### src/rtl/kpn_pkg.sv
// Shared KPN definitions: fork FSM state encoding and default token width.
package kpn_pkg;

  localparam int unsigned KPN_DEFAULT_WIDTH = 16;

  typedef enum logic [1:0] {
    ST_IDLE  = 2'd0,
    ST_WAIT  = 2'd1,
    ST_LATCH = 2'd2,
    ST_SEND  = 2'd3
  } split_state_e;

endpackage

### src/rtl/split_n_module_if.sv
// Upstream FIFO read port plus N downstream FIFO write ports of the KPN fork.
interface split_n_module_if #(
  parameter int WIDTH = kpn_pkg::KPN_DEFAULT_WIDTH,
  parameter int N_OUT = 2
);

  logic [WIDTH-1:0]       entry_1;
  logic                   in_empty;
  logic                   rd;
  logic [N_OUT*WIDTH-1:0] out_data;
  logic [N_OUT-1:0]       out_full;
  logic [N_OUT-1:0]       wr;
  logic                   busy;

  modport master (
    input  entry_1, in_empty, out_full,
    output rd, out_data, wr, busy
  );

  modport slave (
    output entry_1, in_empty, out_full,
    input  rd, out_data, wr, busy
  );

endinterface

### src/rtl/split_out_chan.sv
// One fork output channel: tracks whether the current token is still owed to
// this channel and issues its single write strobe once the channel has room.
module split_out_chan (
  input  logic clk,
  input  logic reset,
  input  logic load,
  input  logic send,
  input  logic full,
  output logic wr,
  output logic pending
);

  logic wr_r;
  logic pending_r;

  // Pending bit and write strobe; a full channel keeps its token owed.
  always_ff @(posedge clk) begin
    if (reset) begin
      wr_r      <= 1'b0;
      pending_r <= 1'b0;
    end else if (load) begin
      wr_r      <= 1'b0;
      pending_r <= 1'b1;
    end else if (send) begin
      wr_r      <= pending_r & ~full;
      pending_r <= pending_r & full;
    end else begin
      wr_r      <= 1'b0;
      pending_r <= pending_r;
    end
  end

  assign wr      = wr_r;
  assign pending = pending_r;

endmodule

### src/rtl/split_n_module.sv
// KPN fork: reads each token once from upstream and writes it once to every
// output channel. Optional token_count output under SPLIT_TOKEN_COUNT_EN.
module split_n_module
  import kpn_pkg::*;
#(
  parameter int WIDTH = KPN_DEFAULT_WIDTH,
  parameter int N_OUT = 2
) (
  input  logic        clk,
  input  logic        reset,
`ifdef SPLIT_TOKEN_COUNT_EN
  output logic [31:0] token_count,
`endif
  split_n_module_if.master io
);

  split_state_e     state_r;
  logic             rd_r;
  logic             busy_r;
  logic [WIDTH-1:0] hold_r;
  logic             load_s;
  logic             send_s;
  logic             all_done_s;
  logic [N_OUT-1:0] pending_s;
  logic [N_OUT-1:0] wr_s;

  assign load_s     = (state_r == ST_LATCH);
  assign send_s     = (state_r == ST_SEND);
  assign all_done_s = ~|pending_s;

  // Token sequencer: read request, wait for FIFO latency, latch, then fan out.
  always_ff @(posedge clk) begin
    if (reset) begin
      state_r <= ST_IDLE;
      rd_r    <= 1'b0;
      busy_r  <= 1'b0;
      hold_r  <= {WIDTH{1'b0}};
    end else begin
      case (state_r)
        ST_IDLE: begin
          if (!io.in_empty) begin
            rd_r    <= 1'b1;
            busy_r  <= 1'b1;
            state_r <= ST_WAIT;
          end else begin
            rd_r    <= 1'b0;
            busy_r  <= 1'b0;
            state_r <= ST_IDLE;
          end
        end
        ST_WAIT: begin
          rd_r    <= 1'b0;
          busy_r  <= 1'b1;
          state_r <= ST_LATCH;
        end
        ST_LATCH: begin
          rd_r    <= 1'b0;
          busy_r  <= 1'b1;
          hold_r  <= io.entry_1;
          state_r <= ST_SEND;
        end
        ST_SEND: begin
          rd_r <= 1'b0;
          if (all_done_s) begin
            busy_r  <= 1'b0;
            state_r <= ST_IDLE;
          end else begin
            busy_r  <= 1'b1;
            state_r <= ST_SEND;
          end
        end
        default: begin
          rd_r    <= 1'b0;
          busy_r  <= 1'b0;
          state_r <= ST_IDLE;
        end
      endcase
    end
  end

`ifdef SPLIT_TOKEN_COUNT_EN
  logic [31:0] token_count_r;

  // Completed-token counter, wrapping naturally at 32 bits.
  always_ff @(posedge clk) begin
    if (reset) begin
      token_count_r <= 32'd0;
    end else if (send_s && all_done_s) begin
      token_count_r <= token_count_r + 32'd1;
    end
  end

  assign token_count = token_count_r;
`endif

  // Each channel advances on its own full flag, so one stalled consumer
  // never holds back the others.
  for (genvar i = 0; i < N_OUT; i++) begin : g_chan
    split_out_chan u_chan (
      .clk     (clk),
      .reset   (reset),
      .load    (load_s),
      .send    (send_s),
      .full    (io.out_full[i]),
      .wr      (wr_s[i]),
      .pending (pending_s[i])
    );
  end

  assign io.rd       = rd_r;
  assign io.busy     = busy_r;
  assign io.wr       = wr_s;
  assign io.out_data = {N_OUT{hold_r}};

endmodule

### src/flat_wrapper.sv
// flat-port wrapper written by rule: the top's interface ports become plain ports
module split_n_module_flat import kpn_pkg::*;
#(
  parameter int WIDTH = KPN_DEFAULT_WIDTH,
  parameter int N_OUT = 2
)
  (clk, reset, io_entry_1, io_in_empty, io_out_full, io_rd, io_out_data, io_wr, io_busy);
  split_n_module_if #(.WIDTH(WIDTH), .N_OUT(N_OUT)) io_i ();
  input  logic clk;
  input  logic reset;
  input wire logic [$bits(io_i.entry_1)-1:0] io_entry_1;
  input wire logic [$bits(io_i.in_empty)-1:0] io_in_empty;
  input wire logic [$bits(io_i.out_full)-1:0] io_out_full;
  output wire logic [$bits(io_i.rd)-1:0] io_rd;
  output wire logic [$bits(io_i.out_data)-1:0] io_out_data;
  output wire logic [$bits(io_i.wr)-1:0] io_wr;
  output wire logic [$bits(io_i.busy)-1:0] io_busy;
  assign io_i.entry_1 = io_entry_1;
  assign io_i.in_empty = io_in_empty;
  assign io_i.out_full = io_out_full;
  assign io_rd = io_i.rd;
  assign io_out_data = io_i.out_data;
  assign io_wr = io_i.wr;
  assign io_busy = io_i.busy;
  split_n_module #(.WIDTH(WIDTH), .N_OUT(N_OUT)) u_core (.clk(clk), .reset(reset), .io(io_i));
endmodule
### config.mk
export PLATFORM = sky130hd
export DESIGN_NAME = split_n_module_flat
export DESIGN_NICKNAME = d
export VERILOG_FILES = /design/src/rtl/kpn_pkg.sv /design/src/rtl/split_n_module_if.sv /design/src/rtl/split_out_chan.sv /design/src/rtl/split_n_module.sv /design/src/flat_wrapper.sv
export SDC_FILE = /design/constraint.sdc
export NUM_CORES = 1
export LEC_CHECK = 0
export CORE_MARGIN = 2
export CORE_UTILIZATION = 40
export CTS_CLUSTER_DIAMETER = 200
export DETAILED_ROUTE_END_ITERATION = 8
export PLACE_DENSITY = 0.8
export SLEW_MARGIN = 20
export SYNTH_ARGS = -nofsm -noshare
export SYNTH_HDL_FRONTEND = slang
export SYNTH_SLANG_ARGS = --single-unit
### constraint.sdc
create_clock -name clk -period 3.5 [get_ports clk]
set_input_delay 0.525 -clock clk [delete_from_list [all_inputs] [get_ports clk]]
set_output_delay 0.525 -clock clk [all_outputs]
set_load 0.1 [all_outputs]
==> results.yml <==
die:
  core_area_um2: 2450
  pin_count: 57
  die_w_um: 54.5
  initial_core_util_pct: 41.6
  num_rows: 18
  dieArea_um2: 2970
  die_h_um: 54.5
clock_tree:
  ctsHtreeMaxLevel: 1
  cts_hold_buf: 0
  numCtsBuffers: 3
  cts_tree: "done"
  cts_resized: 0
  post-cts-setup-buffers: 0
  clkLatencyLatePin_ns: 0.31
  clockBufferDepth: 2
  cts.clk_slew.worst_paths_ns: 0.13
  cts_sinks: 24
  root_buffer: "clkbuf_4"
drt:
  drt-vias-per-instance: 4.63
  wl_um: 2020
  drc: 0
  vias: 782
  wire_per_inst_um: 12.0
  firstDrtPassIters: 3
  drt_iter0_drc: 3
  ant_nets: 0
timing:
  final_max_slew_viol_count: 0
  finalCritPeriodShare_pct: 67.8
  setup_viol_count_final: 0
  max_freq_mhz: 421
  tightest_slew_ns: 0.987
  hold_viol: 0
  fin_skew_ns: 0.00615
  period_needed_ns: 2.37
  maxSlewHeadroom_pct: 34.0
  tns_ns: 0
  rsz0062_at_grt: "no"
min_path:
  min_from: "u_core.g_chan[0].u_chan.pending"
  min_path_type: "reg -> reg"
synth:
  syn-num-nets: 127
  synth_top_cell_by_area: "dfxtp_1"
  yosysSeqAreaShare_pct: 47.1
  syn_inst: 102
  yosys_warnings: 0
  synth_seq_cells: 24
  synth_cell_types: 15
  syn_area_per_cell_um2: 10.0
  netlist.area_leader.share_pct: 47.1
  netlist_area_um2: 1020
  synth_area_leaders: "dfxtp_1, mux2i_1, buf_4"
critical_path:
  cp-end-kind: "output pin"
  required_ns: 2.97
  cp_top_family: "buffers and inverters"
  slowest_stage: "clkdlybuf4s50_1"
  cp_num_cells: 1
  crit_buf_inv: 1
  cp.arrival_ns: 1.85
  crit_start: "u_core.hold_r[3]"
  r2r_start: "u_core.state_r[0]"
  crit_type: "reg -> out"
  cp_slowest_stage_delay_ns: 1.16
  reg2regPathDepth: 4
  worst_setup_path_start_kind: "register"
  crit_path_end: "io_out_data[3]"
  timing.rr.end: "u_core.io.rd"
  ff2ff_setup_slack_ns: 1.90
  path_cells: "clkdlybuf4s50_1"
  path_max_fanout: 3
global_route:
  grt_max_degree: 24
  grt_pass1_wl_um: 3100
  grt_usage_pct: 14.3
  grt_pass1_vias: 745
  grt_overflow: 0
  antenna_found_initial: 0
place:
  place_inst: 165
  gp_congestion: 0.646
  dpl_cell_area_um2: 1460
  port_buffers: 56
finish:
  layout_common_cells: "clkdlybuf4s50_1, dfxtp_1, nor2_1, mux2i_1"
  area.growth.synth_to_final_pct: 46.8
  final_area_um2: 1500
  fin_nets: 165
  drive_gt1_share_pct: 3.60
  diodes: 0
  n_fill_cell: 230
  final_core_util_pct: 61.1
  final_common_cell: "clkdlybuf4s50_1"
  layout.cells.non_filler: 169
run:
  drv_cap: 0
pwr:
  ir_drop_v: 0.000338
  leakage_nw: 0.543
  power_density_nw_per_um2: 616
  power_w: 0.000924
status:
  status: "complete, no violations"
how the worst min path moves through the flow:
stage / depth (start not counted) / slack (ns) / end
after detailed placement: 1 / 0.49 / u_core.g_chan[1].u_chan.wr
after global routing: 1 / 0.53 / u_core.g_chan[1].u_chan.wr
after CTS: 1 / 0.51 / u_core.g_chan[0].u_chan.wr
after floorplan: 2 / 0.47 / u_core.g_chan[1].u_chan.pending
after global placement: 1 / 0.49 / u_core.g_chan[0].u_chan.wr
final: 1 / 0.51 / u_core.g_chan[0].u_chan.wr
final cells by class:
| type | instances | area, um^2 | area share [%] |
|---|---|---|---|
| Multi-Input combinational cell | 53 | 377 | 25.1 |
| Inverter | 2 | 7.51 | 0.501 |
| Clock buffer | 4 | 36.3 | 2.42 |
| Timing Repair Buffer | 56 | 561 | 37.4 |
| Sequential cell | 24 | 480 | 32.1 |
| Tap cell | 30 | 37.5 | 2.50 |
through the flow:
stage / hold slack, ns / worst slack, ns
after global routing: 0.535 / 1.07
after floorplan: 0.472 / 1.60
after global placement: 0.488 / 1.37
after detailed placement: 0.490 / 1.32
final: 0.511 / 1.13
after CTS: 0.514 / 1.11
layer usage:
| layer | vias to the layer above | routed length [um] | track usage, % |
|---|---|---|---|
| li1 | 389 | - | - |
| met2 | 43 | 1030 | 27.1 |
| met1 | 347 | 775 | 15.2 |
| met4 | 0 | 14 | 3.75 |
| met5 | - | 0 | 0 |
| met3 | 3 | 203 | 4.10 |
cells by family after synthesis:
group                    Yosys count  synth area share (%)
AO/OA/AOI/OAI                      7                  4.66
buffers and inverters             25                  16.3
multiplexers                      16                  15.7
adder cells (fa/ha/maj)            4                  4.90
AND/OR/NAND/NOR                   26                  11.4
flip-flops                        24                  47.1
power breakdown:
| group | switching [W] | total (W) | internal [W] |
|---|---|---|---|
| sequential | 0.0000213 | 0.000324 | 0.000302 |
| clock | 0.0000800 | 0.000144 | 0.0000635 |
| combinational | 0.000336 | 0.000456 | 0.000120 |
| total | 0.000437 | 0.000924 | 0.000486 |
registers in the layout, indices dropped and copies added, names as in the netlist:
| register | count |
|---|---|
| u_core.io.rd | 1 |
| u_core.hold_r | 16 |
| u_core.io.busy | 1 |
| u_core.g_chan.u_chan.wr | 2 |
| u_core.g_chan.u_chan.pending | 2 |
| u_core.state_r | 2 |
synth_stat cells:
| cell | instances |
|---|---|
| a211oi_1 | 1 |
| a21oi_1 | 3 |
| buf_2 | 1 |
| buf_4 | 19 |
| clkbuf_1 | 3 |
| dfxtp_1 | 24 |
| ha_1 | 4 |
| inv_1 | 2 |
| mux2i_1 | 16 |
| nand2b_1 | 2 |
| nor2_1 | 21 |
| nor4b_1 | 2 |
| o21a_1 | 1 |
| o31a_1 | 2 |
| or4_1 | 1 |
(Power assumes the default switching activity.)
